**config.mk**
```make
export PLATFORM = sky130hd
export DESIGN_NAME = lcell_cfg_loader
export DESIGN_NICKNAME = d
export VERILOG_FILES = /design/src/rtl/lcell_cfg_loader.sv
export SDC_FILE = /design/constraint.sdc
export NUM_CORES = 1
export LEC_CHECK = 0
export CORE_MARGIN = 2
export CORE_UTILIZATION = 32
export CTS_BUF_LIST = sky130_fd_sc_hd__clkbuf_4
export DETAILED_ROUTE_END_ITERATION = 16
export GPL_TIMING_DRIVEN = 0
export PLACE_DENSITY = 0.51
export REMOVE_ABC_BUFFERS = 1
export SLEW_MARGIN = 20
export SYNTH_ARGS = -nofsm -noshare
export SYNTH_HDL_FRONTEND = slang
export SYNTH_SLANG_ARGS = --single-unit
export TNS_END_PERCENT = 10
```
**constraint.sdc**
```tcl
create_clock -name QCK -period 2 [get_ports QCK]
set_clock_uncertainty 0.2 [all_clocks]
set_input_delay 0.4 -clock QCK [delete_from_list [all_inputs] [get_ports QCK]]
set_output_delay 0.4 -clock QCK [all_outputs]
set_load 0.1 [all_outputs]
```
**src/rtl/lcell_cfg_loader.sv**
```systemverilog
// lcell_cfg_loader: serial configuration loader for the logic-cell L-fragment.
// Bits arrive MSB-first over a valid/ready handshake into a shadow register.
// A trailing even-parity bit is checked, and only a clean frame is committed
// to lFragBitInfo, in a single cycle. The logic cell therefore never sees a
// partially loaded truth table.
// Optional feature macro: LCELL_CFG_READBACK_EN adds cfg_dout. cfg_dout
// streams the previously active word out while the new word streams in.
module lcell_cfg_loader #(
  parameter int                   CFG_WIDTH = 16,
  parameter logic [CFG_WIDTH-1:0] RESET_CFG = '0
) (
  input  logic                 QCK,
  input  logic                 QRT,
  input  logic                 cfg_start,
  input  logic                 cfg_abort,
  input  logic                 cfg_din,
  input  logic                 cfg_valid,
  output logic                 cfg_ready,
  output logic [CFG_WIDTH-1:0] lFragBitInfo,
  output logic                 cfg_done,
  output logic                 cfg_err,
  output logic                 cfg_busy
`ifdef LCELL_CFG_READBACK_EN
  ,
  output logic                 cfg_dout
`endif
);

  // Counter must be able to hold CFG_WIDTH itself; it saturates there and never wraps.
  localparam int CNT_W = $clog2(CFG_WIDTH + 1);

  typedef enum logic [1:0] {
    IDLE   = 2'd0,
    SHIFT  = 2'd1,
    PARITY = 2'd2,
    COMMIT = 2'd3
  } state_t;

  state_t               state_reg;
  state_t               state_next;
  logic [CFG_WIDTH-1:0] shadow_reg;
  logic [CFG_WIDTH-1:0] active_reg;
  logic [CNT_W-1:0]     cnt_reg;
  logic                 ready_reg;
  logic                 busy_reg;
  logic                 done_reg;
  logic                 err_reg;

  logic xfer;
  logic last_data_bit;
  logic parity_bad;
  logic in_frame_next;

  // A bit moves only when both sides agree.
  // Ready comes from a flop, so there is no combinational path from valid.
  assign xfer          = cfg_valid & ready_reg;
  assign last_data_bit = (cnt_reg == CNT_W'(CFG_WIDTH - 1));
  // Even parity over data plus parity bit: any odd total is an error.
  assign parity_bad    = ^{shadow_reg, cfg_din};
  assign in_frame_next = (state_next == SHIFT) || (state_next == PARITY);

  assign cfg_ready    = ready_reg;
  assign cfg_busy     = busy_reg;
  assign cfg_done     = done_reg;
  assign cfg_err      = err_reg;
  assign lFragBitInfo = active_reg;

  // State register.
  always_ff @(posedge QCK or posedge QRT) begin
    if (QRT) begin
      state_reg <= IDLE;
    end else begin
      state_reg <= state_next;
    end
  end

  // Next-state logic. Abort wins over a simultaneous transfer.
  always_comb begin
    state_next = state_reg;
    case (state_reg)
      IDLE: begin
        if (cfg_start) begin
          state_next = SHIFT;
        end
      end
      SHIFT: begin
        if (cfg_abort) begin
          state_next = IDLE;
        end else if (xfer && last_data_bit) begin
          state_next = PARITY;
        end
      end
      PARITY: begin
        if (cfg_abort) begin
          state_next = IDLE;
        end else if (xfer) begin
          state_next = parity_bad ? IDLE : COMMIT;
        end
      end
      COMMIT: begin
        state_next = IDLE;
      end
      default: begin
        state_next = IDLE;
      end
    endcase
  end

  // Handshake and status flags are registered from the next state.
  // They line up exactly with the state they describe.
  always_ff @(posedge QCK or posedge QRT) begin
    if (QRT) begin
      ready_reg <= 1'b0;
      busy_reg  <= 1'b0;
      done_reg  <= 1'b0;
    end else begin
      ready_reg <= in_frame_next;
      busy_reg  <= in_frame_next;
      done_reg  <= (state_reg == COMMIT);
    end
  end

  // Shadow capture, bit counting and the sticky error flag.
  always_ff @(posedge QCK or posedge QRT) begin
    if (QRT) begin
      shadow_reg <= '0;
      cnt_reg    <= '0;
      err_reg    <= 1'b0;
    end else begin
      case (state_reg)
        IDLE: begin
          if (cfg_start) begin
            cnt_reg <= '0;
            err_reg <= 1'b0;
          end
        end
        SHIFT: begin
          if (!cfg_abort && xfer) begin
            shadow_reg <= {shadow_reg[CFG_WIDTH-2:0], cfg_din};
            cnt_reg    <= cnt_reg + CNT_W'(1);
          end
        end
        PARITY: begin
          if (!cfg_abort && xfer && parity_bad) begin
            err_reg <= 1'b1;
          end
        end
        default: begin
        end
      endcase
    end
  end

  // Active word: the only place the logic cell's configuration changes.
  always_ff @(posedge QCK or posedge QRT) begin
    if (QRT) begin
      active_reg <= RESET_CFG;
    end else if (state_reg == COMMIT) begin
      active_reg <= shadow_reg;
    end
  end

`ifdef LCELL_CFG_READBACK_EN
  logic [CFG_WIDTH-1:0] rb_reg;

  // Readback: snapshot the active word at frame start.
  // Then shift it out in step with the incoming bits.
  always_ff @(posedge QCK or posedge QRT) begin
    if (QRT) begin
      rb_reg <= '0;
    end else if (state_reg == IDLE && cfg_start) begin
      rb_reg <= active_reg;
    end else if (state_reg == SHIFT && !cfg_abort && xfer) begin
      rb_reg <= {rb_reg[CFG_WIDTH-2:0], 1'b0};
    end
  end

  assign cfg_dout = (state_reg == SHIFT) & rb_reg[CFG_WIDTH-1];
`endif

  // Sanity properties on the loader's own invariants.
  // cfg_done is only high in the idle cycle that follows a commit.
  a_done_not_busy: assert property (@(posedge QCK) disable iff (QRT) cfg_done |-> !cfg_busy);

  a_cnt_bound: assert property (@(posedge QCK) disable iff (QRT) cnt_reg <= CNT_W'(CFG_WIDTH));

endmodule

```
==> results.json <==
{
  "grt_max_degree": 23,
  "final_util_pct": 41.8,
  "crit_path_start_kind": "input port",
  "finalSetupViolations": 0,
  "yosys.cell_types.count": 30,
  "drc_errors": 0,
  "min_path_type": "input port to asynchronous set/reset pin",
  "final_hold_viol_count": 0,
  "cts_buffer_depth": 2,
  "maxSlewViolCount": 0,
  "stdcell_count": 271,
  "clk_pin_slew_ns": 0.12,
  "viasPerCell": 4.71,
  "netlist_area_mm2": 0.00187,
  "final_cell_mix": "nand2_1 (51), dfrtp_1 (41), clkdlybuf4s15_2 (17)",
  "pin_count": 26,
  "diodes": 0,
  "grt_overflow_total": 0,
  "p_leak_nw": 1.12,
  "antenna_found_initial": 0,
  "yosys_warnings": 0,
  "grt_pass1_vias": 1254,
  "dp.cells": 264,
  "final_common_cell": "nand2_1",
  "first_iter_violations": 58,
  "track_usage_pct": 12.3,
  "dp_hpwl_um": 2330,
  "io_buffer_count": 25,
  "cts_buffers": 5,
  "synthCells": 172,
  "cp_max_fo": 3,
  "design.core.area_mm2": 0.00557,
  "grt_pass1_wl_um": 6040,
  "cp-end-kind": "flip-flop",
  "ctsRootBufferMaster": "clkbuf_4",
  "placementRows": 27,
  "p_total_mw": 1.92,
  "clock_latency_ns": 0.34,
  "holdBufCountCts": 0,
  "drv_cap": 0,
  "min_period_ns": 1.97,
  "drive_gt1_share_pct": 29.1,
  "dr_total_vias": 1277,
  "critPathKind": "input port to flip-flop",
  "yosysSeqAreaShare_pct": 56.3,
  "first_pass_iters": 5,
  "start_util_pct": 33.5,
  "synthXorXnorAreaFrac_pct": 8.24,
  "gp_congestion": 0.738,
  "vdd_drop_max_v": 0.000471,
  "crit_required_ns": 2.03,
  "outcome": "finished clean",
  "yosys.area_share.simple_pct": 16.8,
  "fin_crit_sh_pct": 98.5,
  "power.density_mw_per_mm2": 822,
  "die_area_mm2": 0.00646,
  "slew_headroom_pct": 50.1,
  "rr_worst_depth": 5,
  "die_w_um": 80.4,
  "ant_nets": 0,
  "synth_top_family_by_area": "simple AND/OR/NAND/NOR gates",
  "worstPathArrival_ns": 2.00,
  "cts_tree": "done",
  "synth_mux_area_share_pct": 9.65,
  "finalWirelength_um": 3410,
  "worst_pin_slew_ns": 0.747,
  "die_y_um": 80.4,
  "cts.sinks": 42,
  "synth_area_per_cell_um2": 10.9,
  "synth-compound-area-share_pct": 5.50,
  "synth-seq-cells": 42,
  "synth_adder_area_share_pct": 1.34,
  "cts_max_level": 2,
  "wl_per_cell_um": 12.6,
  "max_freq_mhz": 508,
  "finalNetCount": 207,
  "areaGrowthSynthToFinish_pct": 24.9,
  "rsz0062_at_grt": "true",
  "post_cts_buffers": 0
}
power breakdown:
part / leakage [nW] / internal (mW) / total (mW) / switching, mW
clock network: 0.0387 / 0.253 / 0.510 / 0.257
registers: 0.578 / 0.895 / 0.963 / 0.0685
logic: 0.508 / 0.223 / 0.444 / 0.221
total: 1.12 / 1.37 / 1.92 / 0.546
kinds of logic (layout without fill, tap and decap cells):
family,Yosys count,count (layout)
simple gates,73,73
flops,42,42
mux,16,16
compound gates,15,15
xor+xnor,15,15
buf+inv,9,36
fa+ha+maj,2,2
per-layer routing:
metal / GRT usage (%) / part of all wire [%]
met3: 3.15 / 4.4
met4: 5.42 / 1.9
met1: 15.0 / 44
met5: 0 / 0
met2: 20.5 / 49
critical path, stage by stage:
cell and delay [ns]:
clkdlybuf4s50_1 0.48, xnor2_2 0.23, xnor2_2 0.15, xnor3_2 0.40, a221o_2 0.34
path summary, 6_finish.rpt:
path                              start               end  slack, ns
min                                 QRT  lFragBitInfo[14]       0.19
max in group asynchronous           QRT      state_reg[1]       0.91
max                             cfg_din           cfg_err       0.03
max reg2reg                state_reg[1]        cnt_reg[3]       0.03
min reg2reg                  cnt_reg[3]        cnt_reg[3]       0.30
min in group QCK              cfg_valid      state_reg[1]       0.19
through the flow:
step           hold WS [ns]  setup TNS [ns]  setup slack, ns  area (um^2)
6_report              0.192               0           0.0306         2330
3_3_place_gp          0.271          -30.62           -0.747         2180
2_1_floorplan         0.249          -22.66            -1.18         1840
5_1_grt               0.185          -0.374           -0.139         2330
3_5_place_dp          0.280          -10.18           -0.465         2210
4_1_cts               0.190          -0.295           -0.181         2330
Yosys cell counts (all sizes together):
master  number  area [um^2]
o21ai        6         30.0
xnor2       13          121
clkbuf       2         7.51
a21o         1         7.51
ha           2         25.0
a22oi        1         7.51
a21oi        2         10.0
o211ai       1         7.51
or2          1         6.26
or3          1         6.26
mux2        16          180
buf          4         22.5
nor2         4         15.0
o22ai        2         12.5
xnor3        1         23.8
nand2       52          195
nand2b       3         18.8
and3         1         6.26
nor2b        3         18.8
inv          3         11.3
nand3        5         25.0
a221o        1         11.3
a41oi        1         16.3
nand4        1         6.26
xor2         1         8.76
nor3         2         15.0
dfrtp       42         1050
area by class of cell:
type	instances	area, um^2
sequential	42	1050
tap	72	90.1
timing repair buffer	26	287
inverter	3	11.3
clock buffer	5	37.5
multi-input combinational	121	821
fill	544	3240
clock inverter	2	33.8
timing repair:
| action | in CTS | in global routing |
|---|---|---|
| gates resized for setup | 62 | 11 |
| pin swaps | 0 | 1 |
| setup endpoints to repair | 27 | 12 |
No activity file was read; power rests on OpenSTA's default activity.
